### config.mk
export PLATFORM = sky130hd
export DESIGN_NAME = pipe_stage_skid
export DESIGN_NICKNAME = d
export VERILOG_FILES = /design/src/rtl/pipe_stage_skid.sv
export SDC_FILE = /design/constraint.sdc
export NUM_CORES = 1
export LEC_CHECK = 0
export ABC_AREA = 1
export CORE_UTILIZATION = 45
export CTS_CLUSTER_DIAMETER = 200
export DETAILED_ROUTE_END_ITERATION = 6
export PLACE_DENSITY = 0.75
export SYNTH_ARGS = -nofsm -noshare
export SYNTH_HDL_FRONTEND = slang
export SYNTH_SLANG_ARGS = --single-unit
### constraint.sdc
create_clock -name clk -period 3 [get_ports clk]
set_input_delay 0.9 -clock clk [delete_from_list [all_inputs] [get_ports clk]]
set_output_delay 0.9 -clock clk [all_outputs]
set_load 0.02 [all_outputs]
### src/rtl/pipe_stage_skid.sv
// -----------------------------------------------------------------------------
// pipe_stage_skid
//   Generic pipeline stage with a 2-entry skid buffer. It carries an opaque
//   DATA_W-bit payload between two pipeline stages using valid/ready
//   handshakes. in_ready is registered, so there is no combinational path
//   from out_ready to in_ready. flush turns every held entry into a bubble.
//
// Optional feature:
//   PIPE_STALL_CNT_EN - when defined, adds the stall_cnt output. This is a
//   16-bit saturating count of cycles with out_valid=1 and out_ready=0.
//   Only rst clears it.
//
// Ports:
//   clk        in   1       clock, rising edge
//   rst        in   1       asynchronous active-high reset
//   flush      in   1       synchronous kill of all held entries
//   in_valid   in   1       upstream has a payload
//   in_ready   out  1       stage can accept (registered)
//   in_data    in   DATA_W  upstream payload
//   out_valid  out  1       out_data holds a live payload
//   out_ready  in   1       downstream accepts this cycle
//   out_data   out  DATA_W  payload to downstream, BUBBLE_VAL when idle
//   occupancy  out  2       entries held (0, 1, 2)
//   stall_cnt  out  16      stall cycle counter (PIPE_STALL_CNT_EN only)
// -----------------------------------------------------------------------------
module pipe_stage_skid #(
  parameter int unsigned       DATA_W     = 32,
  parameter logic [DATA_W-1:0] BUBBLE_VAL = {DATA_W{1'b0}}
) (
  input  logic              clk,
  input  logic              rst,
  input  logic              flush,
  input  logic              in_valid,
  output logic              in_ready,
  input  logic [DATA_W-1:0] in_data,
  output logic              out_valid,
  input  logic              out_ready,
  output logic [DATA_W-1:0] out_data,
  output logic [1:0]        occupancy
`ifdef PIPE_STALL_CNT_EN
  ,
  output logic [15:0]       stall_cnt
`endif
);

  // The state encoding equals the occupancy, so occupancy comes straight from the state register.
  typedef enum logic [1:0] {
    ST_EMPTY = 2'd0,
    ST_ONE   = 2'd1,
    ST_FULL  = 2'd2
  } state_t;

  state_t            state_r;
  state_t            state_nxt_s;
  logic [DATA_W-1:0] main_r;
  logic [DATA_W-1:0] skid_r;
  logic [DATA_W-1:0] main_nxt_s;
  logic [DATA_W-1:0] skid_nxt_s;
  logic              in_ready_r;
  logic              out_valid_r;
  logic              in_fire_s;
  logic              out_fire_s;

  assign in_fire_s  = in_valid & in_ready_r;
  assign out_fire_s = out_valid_r & out_ready;

  // State, payload and handshake registers.
  always_ff @(posedge clk or posedge rst) begin
    if (rst) begin
      state_r     <= ST_EMPTY;
      main_r      <= BUBBLE_VAL;
      skid_r      <= BUBBLE_VAL;
      in_ready_r  <= 1'b1;
      out_valid_r <= 1'b0;
    end else begin
      state_r     <= state_nxt_s;
      main_r      <= main_nxt_s;
      skid_r      <= skid_nxt_s;
      // in_ready and out_valid are decoded from the next state so that both leave a flop.
      in_ready_r  <= (state_nxt_s != ST_FULL);
      out_valid_r <= (state_nxt_s != ST_EMPTY);
    end
  end

  // Next-state logic. flush overrides every handshake.
  always_comb begin
    state_nxt_s = state_r;
    if (flush) begin
      state_nxt_s = ST_EMPTY;
    end else begin
      case (state_r)
        ST_EMPTY: begin
          if (in_fire_s) state_nxt_s = ST_ONE;
          else           state_nxt_s = ST_EMPTY;
        end
        ST_ONE: begin
          if (in_fire_s && !out_ready)      state_nxt_s = ST_FULL;
          else if (!in_fire_s && out_fire_s) state_nxt_s = ST_EMPTY;
          else                               state_nxt_s = ST_ONE;
        end
        ST_FULL: begin
          if (out_fire_s) state_nxt_s = ST_ONE;
          else            state_nxt_s = ST_FULL;
        end
        default: state_nxt_s = ST_EMPTY;
      endcase
    end
  end

  // Payload movement between the input, the main register and the skid register.
  always_comb begin
    main_nxt_s = main_r;
    skid_nxt_s = skid_r;
    if (flush) begin
      main_nxt_s = BUBBLE_VAL;
      skid_nxt_s = BUBBLE_VAL;
    end else begin
      case (state_r)
        ST_EMPTY: begin
          if (in_fire_s) main_nxt_s = in_data;
          else           main_nxt_s = main_r;
        end
        ST_ONE: begin
          if (in_fire_s && out_fire_s) begin
            main_nxt_s = in_data;
          end else if (in_fire_s) begin
            // Downstream is stalled, so the new payload parks in the skid register.
            skid_nxt_s = in_data;
          end else if (out_fire_s) begin
            main_nxt_s = BUBBLE_VAL;
          end else begin
            main_nxt_s = main_r;
          end
        end
        ST_FULL: begin
          if (out_fire_s) begin
            main_nxt_s = skid_r;
            skid_nxt_s = BUBBLE_VAL;
          end else begin
            main_nxt_s = main_r;
          end
        end
        default: begin
          main_nxt_s = BUBBLE_VAL;
          skid_nxt_s = BUBBLE_VAL;
        end
      endcase
    end
  end

  assign in_ready  = in_ready_r;
  assign out_valid = out_valid_r;
  assign out_data  = main_r;
  assign occupancy = state_r;

`ifdef PIPE_STALL_CNT_EN
  logic [15:0] stall_cnt_r;

  // Saturating count of downstream stall cycles. flush deliberately leaves it alone.
  always_ff @(posedge clk or posedge rst) begin
    if (rst) begin
      stall_cnt_r <= 16'h0000;
    end else if (out_valid_r && !out_ready && (stall_cnt_r != 16'hFFFF)) begin
      stall_cnt_r <= stall_cnt_r + 16'h0001;
    end else begin
      stall_cnt_r <= stall_cnt_r;
    end
  end

  assign stall_cnt = stall_cnt_r;
`endif

endmodule

==> impl_metrics.env <==
export IMPL_worst_ep_required_time_ns=3.23
export IMPL_max_stage_delay_ns=0.56
export IMPL_reg2reg_setup_slack_ns=0.79
export IMPL_start_util=0.466
export IMPL_maxSlewViolCount=0
export IMPL_drv_cap=0
export IMPL_core_mm2=0.00872
export IMPL_crit_path_cell_trace="clkdlybuf4s50_1 > buf_4 > nor2_1 > nand2_1 > nand2_2 > nand2_1 > nand2_1"
export IMPL_p_leak_nw=2.83
export IMPL_grt_usage=0.244
export IMPL_syn_to_final_growth_pct=23.6
export IMPL_worst_slew_pin_slew_ns=0.622
export IMPL_ys_ff_latch=68
export IMPL_cts_repair_resize_count=0
export IMPL_rows=34
export IMPL_power_density_mw_per_mm2=473
export IMPL_finalHoldViolations=0
export IMPL_pin_count=73
export IMPL_ir_worst_vdd_v=0.000213
export IMPL_synth_nets=670
export IMPL_cpMostUsedCell="nand2_1"
export IMPL_overflow=0
export IMPL_layout_commonest_cell="nand2_1"
export IMPL_fin_setup_tns_ns=0
export IMPL_worst_setup_path_type="in2reg"
export IMPL_clkLatencyLatePin_ns=0.34
export IMPL_total_power_mw=2.37
export IMPL_ys_seq_area_frac=0.419
export IMPL_synthCells=633
export IMPL_fin_util=0.575
export IMPL_grt_pass1_vias=4020
export IMPL_setup_viol=0
export IMPL_max_freq_mhz=419
export IMPL_crit_fanout=32
export IMPL_slew_headroom=0.584
export IMPL_htreeDepth=3
export IMPL_pre_cts_ws_ns=0.325
export IMPL_critPathSlowestCell="clkdlybuf4s50_1"
export IMPL_ctsRootBufferMaster="clkbuf_8"
export IMPL_ant_nets=0
export IMPL_totalWireLength_mm=10.9
export IMPL_worstHoldStart="skid_r[20]$_DFFE_PP0P_"
export IMPL_ys_types=20
export IMPL_port_buffers=72
export IMPL_nets=728
export IMPL_dp_hpwl_mm=7.17
export IMPL_firstDrtPassIters=5
export IMPL_reg2reg_from="occupancy[0]$_DFF_PP0_"
export IMPL_cp_start_kind="input pin"
export IMPL_cts_inserted_buffers=9
export IMPL_cts_tree="done"
export IMPL_diodes=0
export IMPL_r2r_cells=7
export IMPL_timing_final_crit_share=0.796
export IMPL_finalInstanceArea_mm2=0.00502
export IMPL_cts_hold_buf=0
export IMPL_final_cell_mix="nand2_1 (271), nand3_1 (96), clkdlybuf4s50_1 (72)"
export IMPL_rsz0062_at_grt="no"
export IMPL_end_kind="flip-flop"
export IMPL_placed_area_mm2=0.00486
export IMPL_cp_num_buf_inv=2
export IMPL_cp_arrival_ns=2.62
export IMPL_clock_skew_ns=0.00715
export IMPL_cpLargestDelayFamily="simple AND/OR/NAND/NOR gates"
export IMPL_die_x_um=97.0
export IMPL_yosysWarnings=0
export IMPL_synthesis_area_mm2=0.00406
export IMPL_min_to="skid_r[20]$_DFFE_PP0P_"
export IMPL_drc_errors=0
export IMPL_status="completed"
export IMPL_die_area_mm2=0.00941
export IMPL_die_y_um=97.0
export IMPL_cts_max_path_buffers=2
export IMPL_viasPerCell=5.15
export IMPL_grt_first_pass_wirelength_mm=18.7
export IMPL_routabilityCongestion=0.770
export IMPL_drive_gt1_frac=0.0560
export IMPL_hold_path_depth=2
export IMPL_timing_rr_end="skid_r[10]$_DFFE_PP0P_"
export IMPL_antenna_found_initial=0
export IMPL_routed_via_count=4140
export IMPL_cts_num_sinks=68
export IMPL_cts_setup_buffers=0
export IMPL_wl_per_cell_um=13.5
export IMPL_grt_max_degree=51
export IMPL_drt_iter0_markers=259
export IMPL_path_clk_slew_ns=0.07
export IMPL_hp_class="reg2reg"
export IMPL_syn_avg_cell_area_um2=6.41
export IMPL_fin_ws_ns=0.611
export IMPL_fin_crit_ns=2.39
-- metal layers --
metal  routed length (µm)  global-route usage  vias to the layer above
met3                  613              0.0419                       11
met4                  130              0.0964                        0
met2                 5120               0.390                      142
met1                 5010               0.330                     1943
met5                    0                   0                        -
li1                     -                   -                     2044
-- stage by stage --
stage / instances / hold WS [ns]
after floorplan: 633 / 0.443
final: 804 / 0.475
after global routing: 804 / 0.493
after CTS: 804 / 0.478
after global placement: 788 / 0.454
after detailed placement: 788 / 0.460
-- state kept, by name (all words and copies together), names as in the netlist --
signal	flops
occupancy	2
out_data	32
out_valid	1
skid_r	32
in_ready	1
-- how the worst max path moves through the flow --
stage | from | end | slack [ns] | cells after the start
after floorplan | rst | occupancy[0]$_DFF_PP0_ | 0.39 | 1
after global placement | flush | skid_r[7]$_DFFE_PP0P_ | 0.33 | 7
after detailed placement | flush | skid_r[23]$_DFFE_PP0P_ | 0.33 | 8
after CTS | in_ready$_DFF_PP1_ | in_ready | 0.61 | 1
after global routing | flush | skid_r[25]$_DFFE_PP0P_ | 0.52 | 8
final | flush | skid_r[10]$_DFFE_PP0P_ | 0.61 | 7
-- cells in the mapped netlist --
cell type	count	area [µm²]
nand2_2	1	6.26
inv_2	3	11.3
buf_4	4	30.0
dfstp_2	1	26.3
o21ai_0	1	5.00
nand3_1	96	480
nor2_1	41	154
nor2_4	1	11.3
o21ai_1	1	5.00
o22ai_2	1	12.5
nor3_1	32	160
nand3b_1	1	7.51
nand2_1	272	1020
a21oi_1	1	5.00
buf_1	5	18.8
buf_2	24	120
nor2_2	2	12.5
inv_1	70	263
clkbuf_1	9	33.8
dfrtp_1	67	1680
-- kinds of logic (layout without fill, tap and decap cells) --
kind of cell,count (synthesis),in the layout,share of synthesized area
simple gates,446,446,0.456
buf+inv,115,178,0.117
flops,68,68,0.419
compound gates,4,4,0.00678
-- worst min-delay path: cells and delay by family (launching register included) --
kind          cells  cell delay (ns)
flops             1             0.35
simple gates      2             0.09
-- final cells by class --
class	instances	area, µm²
flip-flops and latches	68	1700
repair buffers	89	861
multi-input cells	450	1890
well taps	108	135
fillers	803	3700
clock buffers	16	160
inverters	73	274
-- where the power goes --
group          total, mW  switching, mW  internal [mW]
Clock              0.660          0.334          0.326
Combinational      0.669          0.415          0.254
Sequential          1.05         0.0479          0.997
Note: power is estimated with default switching activity, not from simulation.
